File: src/rtl/mem_dados_pkg.sv
// Shared types and defaults for the parametrised data memory.
package mem_dados_pkg;

    typedef enum logic {ST_INIT, ST_RUN} state_t;

    localparam int DEF_DATA_W = 8;
    localparam int DEF_ADDR_W = 8;
    localparam int DEF_DEPTH  = 16;

    // Minimum counter width able to index value entries; never below 1 bit.
    function automatic int clog2(input int value);
        int w;
        w = 1;
        while ((1 << w) < value) w++;
        return w;
    endfunction

endpackage

File: src/rtl/mem_dados_array.sv
// Single-port storage array with synchronous write and synchronous read.
module mem_dados_array #(
    parameter int DATA_W = 8,
    parameter int DEPTH  = 16,
    parameter int AW     = 4
) (
    input  logic              clock,
    input  logic              i_we,
    input  logic              i_re,
    input  logic [AW-1:0]     i_addr,
    input  logic [DATA_W-1:0] i_wdata,
    output logic [DATA_W-1:0] o_rdata
);

    logic [DATA_W-1:0] r_mem [DEPTH];
    logic [DATA_W-1:0] r_rdata;

    // NOTE: storage has no reset so it maps onto plain RAM; the owner clears it by sweeping.
    always_ff @(posedge clock) begin
        if (i_we) r_mem[i_addr] <= i_wdata;
        if (i_re) r_rdata <= r_mem[i_addr];
    end

    assign o_rdata = r_rdata;

endmodule

File: src/rtl/mem_dados_param.sv
// Data memory with reset-time init sweep, ready/valid reads and an illegal-request flag.
module mem_dados_param
    import mem_dados_pkg::*;
#(
    parameter int                DATA_W  = DEF_DATA_W,
    parameter int                ADDR_W  = DEF_ADDR_W,
    parameter int                DEPTH   = DEF_DEPTH,
    parameter int                OUT_REG = 0,
    parameter logic [DATA_W-1:0] INIT0   = DATA_W'(1),
    parameter logic [DATA_W-1:0] INIT1   = DATA_W'(1)
) (
    input  logic              clock,
    input  logic              reset_n,
    input  logic [ADDR_W-1:0] endereco,
    input  logic              MemRead,
    input  logic              MemWrite,
    input  logic [DATA_W-1:0] dado_in,
    output logic [DATA_W-1:0] dado_out,
    output logic              dado_valid,
    output logic              ready,
    output logic              erro
);

    localparam int              AW      = clog2(DEPTH);
    localparam logic [AW-1:0]   LAST    = AW'(DEPTH - 1);
    localparam logic [ADDR_W:0] DEPTH_X = (ADDR_W + 1)'(DEPTH);

    state_t          r_state;
    logic [AW-1:0]   r_init_cnt;
    logic            r_ready;
    logic            r_rd_s1;
    logic            r_oor_s1;
    logic            r_err_s1;
    logic            r_erro;

    logic              w_in_range;
    logic              w_rd_req;
    logic              w_wr_req;
    logic              w_err_req;
    logic              w_mem_we;
    logic              w_mem_re;
    logic [AW-1:0]     w_mem_addr;
    logic [DATA_W-1:0] w_mem_wdata;
    logic [DATA_W-1:0] w_mem_rdata;
    logic [DATA_W-1:0] w_init_word;
    logic [DATA_W-1:0] w_rd_word;

    // Requests only count once ready is visible; an out-of-range read still returns a (zero) word.
    assign w_in_range = {1'b0, endereco} < DEPTH_X;
    assign w_rd_req   = r_ready & MemRead & ~MemWrite;
    assign w_wr_req   = r_ready & MemWrite & ~MemRead & w_in_range;
    assign w_err_req  = r_ready & (MemRead | MemWrite) & ((MemRead & MemWrite) | ~w_in_range);

    assign w_init_word = (r_init_cnt == '0)     ? INIT0 :
                         (r_init_cnt == AW'(1)) ? INIT1 : '0;

    // NOTE: every output gets a default first so no path through the block infers a latch.
    always_comb begin
        w_mem_we    = w_wr_req;
        w_mem_re    = w_rd_req & w_in_range;
        w_mem_addr  = endereco[AW-1:0];
        w_mem_wdata = dado_in;
        if (r_state == ST_INIT) begin
            w_mem_we    = 1'b1;
            w_mem_re    = 1'b0;
            w_mem_addr  = r_init_cnt;
            w_mem_wdata = w_init_word;
        end
    end

    mem_dados_array #(
        .DATA_W (DATA_W),
        .DEPTH  (DEPTH),
        .AW     (AW)
    ) u_array (
        .clock   (clock),
        .i_we    (w_mem_we),
        .i_re    (w_mem_re),
        .i_addr  (w_mem_addr),
        .i_wdata (w_mem_wdata),
        .o_rdata (w_mem_rdata)
    );

    // NOTE: state registers use non-blocking assignments so every flop samples pre-edge values.
    always_ff @(posedge clock or negedge reset_n) begin
        if (!reset_n) begin
            r_state    <= ST_INIT;
            r_init_cnt <= '0;
            r_ready    <= 1'b0;
        end else begin
            case (r_state)
                ST_INIT: begin
                    r_ready <= 1'b0;
                    if (r_init_cnt == LAST) r_state <= ST_RUN;
                    else                    r_init_cnt <= r_init_cnt + 1'b1;
                end
                ST_RUN:  r_ready <= 1'b1;
                default: r_state <= ST_INIT;
            endcase
        end
    end

    always_ff @(posedge clock or negedge reset_n) begin
        if (!reset_n) begin
            r_rd_s1  <= 1'b0;
            r_oor_s1 <= 1'b0;
            r_err_s1 <= 1'b0;
            r_erro   <= 1'b0;
        end else begin
            r_rd_s1  <= w_rd_req;
            r_oor_s1 <= ~w_in_range;
            r_err_s1 <= w_err_req;
            r_erro   <= r_err_s1;
        end
    end

    assign w_rd_word = r_oor_s1 ? '0 : w_mem_rdata;

    generate
        if (OUT_REG == 0) begin : g_lat1
            always_ff @(posedge clock or negedge reset_n) begin
                if (!reset_n) begin
                    dado_out   <= '0;
                    dado_valid <= 1'b0;
                end else begin
                    dado_valid <= r_rd_s1;
                    if (r_rd_s1) dado_out <= w_rd_word;
                end
            end
        end else begin : g_lat2
            logic              r_rd_s2;
            logic [DATA_W-1:0] r_data_s2;

            always_ff @(posedge clock or negedge reset_n) begin
                if (!reset_n) begin
                    r_rd_s2    <= 1'b0;
                    r_data_s2  <= '0;
                    dado_out   <= '0;
                    dado_valid <= 1'b0;
                end else begin
                    r_rd_s2    <= r_rd_s1;
                    dado_valid <= r_rd_s2;
                    if (r_rd_s1) r_data_s2 <= w_rd_word;
                    if (r_rd_s2) dado_out  <= r_data_s2;
                end
            end
        end
    endgenerate

    assign ready = r_ready;
    assign erro  = r_erro;

endmodule

File: config.mk
export PLATFORM = sky130hd
export DESIGN_NAME = mem_dados_param
export DESIGN_NICKNAME = d
export VERILOG_FILES = /design/src/rtl/mem_dados_pkg.sv /design/src/rtl/mem_dados_array.sv /design/src/rtl/mem_dados_param.sv
export SDC_FILE = /design/constraint.sdc
export NUM_CORES = 1
export LEC_CHECK = 0
export CAP_MARGIN = 20
export CORE_MARGIN = 1.5
export CORE_UTILIZATION = 30
export CTS_BUF_LIST = sky130_fd_sc_hd__clkbuf_4
export CTS_CLUSTER_SIZE = 25
export DETAILED_ROUTE_END_ITERATION = 10
export DONT_BUFFER_PORTS = 1
export PLACE_DENSITY = 0.48
export SLEW_MARGIN = 5
export SYNTH_ARGS = -nofsm -noshare
export SYNTH_HDL_FRONTEND = slang
export SYNTH_SLANG_ARGS = --single-unit
File: constraint.sdc
create_clock -name clock -period 2.67 [get_ports clock]
set_input_delay 0.4005 -clock clock [delete_from_list [all_inputs] [get_ports clock]]
set_output_delay 0.4005 -clock clock [all_outputs]
set_load 0.05 [all_outputs]
======== Word level (Yosys, flattened, before mapping) ========
Memories as Yosys holds them, arrays and structs flattened. A register that Yosys moved wholly into a read port is not among the register bits.
Cells that the tools add are included.
word-level totals
  flip-flop bits (word level) ............. 19
  memory bits (writable) .................. 128
  input port bits ......................... 20
  output and inout bits ................... 11
  word-level logic and storage cells ...... 44
  memories kept ........................... 1
operators by class
  $add $sub $neg .......................... 1
  $lt $le $gt $ge ......................... 1
  equal/unequal tests ..................... 2
  multiplexer cells ....................... 12
  bitwise operators ....................... 16
  reductions and logical operators ........ 2
memory list
  memory         depth  bits a word  read ports  clocked after memory_dff  write ports  line                   RTL
  u_array.r_mem  16     8            1           1                         1            mem_dados_array.sv:15  logic [DATA_W-1:0] r_mem [DEPTH];
operator list
  cell                                                         number
  2-to-1 mux 8 bit                                             2
  AND 1 bit                                                    9
  less-than comparator 8 x 5 -> 1 bit (second input constant)  1
  2-to-1 mux 1 bit                                             8
  NOT 1 bit                                                    5
  adder 4 x 1 -> 4 bit (second input constant)                 1
  equality test 4 x 1 -> 1 bit (second input constant)         1
  equality test 4 bit (second input constant)                  1
  logical NOT 4 bit                                            1
  2-to-1 mux 4 bit                                             1
  OR 1 bit                                                     2
  case mux 1 bit (2 select lines)                              1
  AND reduction 2 bit                                          1

======== Logic depth before layout (Yosys ltp) ========
  depth after elaboration ................. 6
  mapped depth ............................ 7
  gate-level depth less buffers ........... 4

======== Modules after synthesis ========
From an unflattened synthesis, not the netlist that was laid out.
second synthesis, totals
  cells, all modules ...................... 321
  area, all modules ....................... 6059.6 um2
by module, submodules not included
  module           instances  cells each  area each (um2)  sequential area each (um2)
  mem_dados_array  1          230         5147.4           4083.9
  mem_dados_param  1          91          912.1            475.5

======== Least setup slack after synthesis ========
Ideal clock, no wire load.
  path kind ............................... register to register
  from .................................... register r_init_cnt[0]
  to ...................................... memory u_array.r_mem[0][0], data pin
  setup time .............................. 0.392 ns
  arrival ................................. 2.204 ns
  required time ........................... 2.278 ns
  slack ................................... 0.073 ns
  stages on the path, launching flop included .. 7
  buffers on the path ..................... 2
  clock period less this slack ............ 2.597 ns
  cell sequence ........................... dfrtp_1 -> buf_2 -> clkinv_1 -> clkbuf_1 -> ha_1 -> nor2_1 -> o41ai_1
between the ends
  word-level cells in the longest chain between the ends .. 4
  elaborated cells on any way between the ends .. 5
  classes of those cells .................. eq/ne (1); mux (3); reduce/logical (1)
RTL lines
  element                       line                   RTL
  start, declared               mem_dados_param.sv:29  logic [AW-1:0] r_init_cnt;
  start signal, assigned        mem_dados_param.sv:95  else r_init_cnt <= r_init_cnt + 1'b1;
  equality test 4 x 1 -> 1 bit  mem_dados_param.sv:55  (r_init_cnt == AW'(1)) ? INIT1 : '0;
  2-to-1 mux 1 bit              mem_dados_param.sv:55
  2-to-1 mux 1 bit (*)          mem_dados_param.sv:54  assign w_init_word = (r_init_cnt == '0) ? INIT0 :
  2-to-1 mux 8 bit (*)          mem_dados_param.sv:63  if (r_state == ST_INIT) begin
  named net u_array.i_wdata[0]  mem_dados_array.sv:11  input logic [DATA_W-1:0] i_wdata,
  end, declared                 mem_dados_array.sv:15
Mark *: on every way through the listed nets, which the timed path passes. The rest lies on a longest branch.

======== Worst setup path in the final report ========
  from .................................... register r_init_cnt[1]
  to ...................................... register u_array.r_rdata[3], in the netlist u_array.o_rdata[3] (read register of u_array.r_mem), data pin
between the ends
  word-level cells in the longest chain between the ends .. 1
RTL lines
  element           line                   RTL
  2-to-1 mux 4 bit  mem_dados_param.sv:63
  end, declared     mem_dados_array.sv:16  logic [DATA_W-1:0] r_rdata;
No other way between the ends.
A chain may end at the register's enable or synchronous reset.

==> reports/results.txt <==
The flow ran to the end, and the final reports show no timing, DRC or antenna violations. The run gives 498 as the cell count after synthesis. The floorplan die height was 157 um. In the post-synthesis netlist, the cell with the most instances is sky130_fd_sc_hd__edfxtp_1. Row generation in the floorplan step produced 56 rows. The post-synthesis sequential area ratio was 0.640. Area enclosed by the die boundary: 0.0247 mm2. The largest total area in the synthesized netlist belongs to sky130_fd_sc_hd__edfxtp_1. The commonest cells after synthesis are sky130_fd_sc_hd__edfxtp_1 (136), sky130_fd_sc_hd__nand2_1 (38), sky130_fd_sc_hd__nand4b_1 (32). The area growth from synthesis to layout came out at 11.6%. The synthesized design contains 136 enable-type register cells. The tightest hold margin is 0.0927 ns.

The total power divided by cell area is 528 mW/mm2, and the peak ir drop on the vdd network is 0.206 mV. The logs give 0.245 for the relative max-transition margin and 4,490 for the number of vias in the routed layout. Path class of the lowest-slack min-delay path: input port to flip-flop. Among cell families on the critical path, the largest total delay comes from compound AO/OA/AOI/OAI gates. The number of distinct library cells after synthesis is 47. The share of the cycle needed by the critical path after routing is 0.933. Startpoint-to-endpoint class of the critical path: flip-flop to flip-flop. In the synthesized netlist the dominant register cell turns out to be sky130_fd_sc_hd__edfxtp_1.

The number of buffers inserted by post-CTS setup repair is 0. TritonCTS built the clock tree. The category of the worst setup path launch point was a flip-flop. The first detailed-routing pass ran for 5 iterations. The first global-routing pass estimated 28.8 mm of wire.

The routability-driven placement congestion ratio came out at 0.783. The tools report the root buffer cell as sky130_fd_sc_hd__clkbuf_4. The net count of the finished layout is 542. The later pin in the worst-skew pair is clocked with a latency of 0.56 ns. 31 I/O pins were placed.

Data on the critical path arrives at its endpoint at 2.78 ns. After synthesis, the cell types taking the most area are sky130_fd_sc_hd__edfxtp_1 (57%), sky130_fd_sc_hd__dfrtp_1 (6.7%), sky130_fd_sc_hd__nand4b_1 (3.9%). For the pin count of the biggest net entering global routing, the log shows 61.

Summed over all layers, the global routing overflow is 0. The logs give 18.8 mm for the routed wire length and 0 for the number of hold violations in the final report. Traced cell by cell, the critical path runs through buf_4, nor3_1, buf_4, o21a_1, o41ai_1, nand4_1. The tools report the max-slew violation count as 0. The maximum root-to-sink buffer count was 2; the count of port buffers added during placement was 0. After routing, the total negative slack on setup checks comes to 0 ns.

The initial antenna violation count came out at 1. Dividing the detail-routed via count by the number of cells gives 5.28. Along the worst path, the maximum fanout reaches 33. Once detailed placement completed, the half-perimeter wirelength came to 11.8 mm. For the number of nets produced by synthesis, the log shows 521. Power comes to 4.20 mW.

The number of global-route vias before repair was 4,488. Measured along the x axis, the die boundary spans 157 um. The proportion of synthesized flip-flops having asynchronous set or reset was 0.123. A synthesized cell averages 14.3 um2. The number of sinks handled by clock tree synthesis is 155, and the fraction of layout instances using a drive strength above 1 is 0.181. The detail route stage leaves a number of antenna-violating nets equal to 0. The core occupancy in the finished layout is 0.340. Across all register-to-register paths, the minimum setup slack is 0.18 ns. For this design the static power due to leakage is 2.76 nW.

Effective utilization at floorplan: 0.305. The global routing usage summed across all routing layers is 0.162, and the area share of the leading cell type in the synthesized netlist is 0.573. For the finished layout, the period the worst path requires is 2.49 ns. The type of destination of the critical path was a flip-flop. The total of flip-flops plus latches after synthesis was 155; the final setup skew was 0.0227 ns. Clock tree synthesis inserted a total of 17 buffers. The H-tree generated during clock tree synthesis spans 4 levels. The final count of negative-setup-slack endpoints was 0; the buffering stage count on the worst path with inverters included was 2. Summing every instance area after synthesis gives 0.00713 mm2. Setup repair after global routing left no endpoint under its margin.

In the final routed layout, each cell accounts on average for 22.1 um. After clock tree synthesis, the clock-pin slew on the worst setup and hold paths is 0.13 ns. In the routed design, unresolved DRC markers number 0.

In this run, the number of DRC markers left after iteration 0 of detailed routing was 523. The measured slew at the worst slew-check pin works out to 1.13 ns. The tool flagged a number of max-cap violations equal to 0. Yosys printed 0 warnings. Static timing analysis puts the maximum clock frequency at 401 MHz. STA puts the critical path data required time at 2.96 ns.

Among all stages on the critical path, the largest delay is contributed by sky130_fd_sc_hd__o41ai_1. The most numerous cell type found on the critical path is sky130_fd_sc_hd__buf_4. The core footprint was 0.0234 mm2. For this run, the slowest stage of the critical path takes 0.65 ns.
registers in the layout, summed over array words and instances (netlist names):
| name | count |
|---|---|
| dado_valid | 1 |
| erro | 1 |
| r_rd_s1 | 1 |
| r_err_s1 | 1 |
| dado_out | 8 |
| r_oor_s1 | 1 |
| u_array.o_rdata | 8 |
| r_state | 1 |
| ready | 1 |
| r_init_cnt | 4 |
| u_array.r_mem | 128 |
worst paths after layout:
check,cells past startpoint,from,to
max in group asynchronous,1,reset_n,r_state
setup / recovery,6,r_init_cnt[1],u_array.o_rdata[3]
setup reg to reg,6,r_init_cnt[1],u_array.o_rdata[3]
min in group asynchronous,1,reset_n,r_rd_s1
hold / removal,2,MemRead,r_err_s1
hold reg to reg,0,r_err_s1,erro
worst register-to-register path: cells and delay by family (launching register included):
family                 cells  cell delay (ns)
AO/OA/AOI/OAI              2             0.85
buffers and inverters      2             0.62
flip-flops                 1             0.45
AND/OR/NAND/NOR            2             0.31
cell type report:
type,count,area [um2]
Fill cell,2333,15400
Tap cell,319,399
Clock inverter,14,121
Sequential cell,155,4560
Antenna cell,1,2.50
Inverter,12,48.8
Timing Repair Buffer,47,397
Clock buffer,17,128
Multi-Input combinational cell,286,2300
stage by stage:
step / worst slack [ns] / area [um2] / instances
after floorplan: 0.0733 / 7130 / 498
after global placement: 0.0435 / 7620 / 812
after detailed placement: 0.0513 / 7620 / 812
after CTS: 0.0295 / 7930 / 849
after global routing: 0.0204 / 7960 / 851
final: 0.179 / 7960 / 851
kinds of logic (layout without fill, tap and decap cells):
logic type / count (synthesis) / after routing / synth area share
DFF: 155 / 155 / 0.640
buffers and inverters: 57 / 90 / 0.0409
muxes: 19 / 19 / 0.0586
adders and majority gates: 3 / 3 / 0.00527
other: 0 / 1 / 0
and+or+nand+nor: 162 / 162 / 0.146
xor gates and xnor gates: 2 / 2 / 0.00246
AOI/OAI and AO/OA: 100 / 100 / 0.107
power by group:
part | switching (mW) | leakage [nW] | internal [mW]
Clock | 0.850 | 0.127 | 0.456
Combinational | 0.133 | 1.19 | 0.0929
Sequential | 0.0240 | 1.44 | 2.64
repair_timing:
| action | 4_1_cts | 5_1_grt |
|---|---|---|
| endpoints found under the hold margin | 22 | 0 |
| gates resized for setup | 0 | 2 |
| setup endpoints to repair | 0 | 3 |
| hold buffers | 6 | 0 |
routing by layer:
metal | up-vias | track usage | wire length [um]
met2 | 118 | 0.254 | 8880
met3 | 22 | 0.0297 | 764
li1 | 2056 | - | -
met1 | 2294 | 0.224 | 8780
met5 | - | 0 | 0
met4 | 0 | 0.0588 | 388
cells in the final DEF, fill, tap and decap left out, drive strengths merged, types with 9 or more instances in the layout:
| cell | count |
|---|---|
| a41o | 16 |
| and4b | 16 |
| buf | 41 |
| clkbuf | 17 |
| dfrtp | 19 |
| edfxtp | 136 |
| inv | 13 |
| mux4 | 16 |
| nand2 | 38 |
| nand3b | 9 |
| nand4 | 25 |
| nand4b | 32 |
| nor2 | 22 |
| o21a | 16 |
| o21ai | 26 |
| o31ai | 17 |
| o41ai | 17 |
Power figures use the tool's default switching activity.
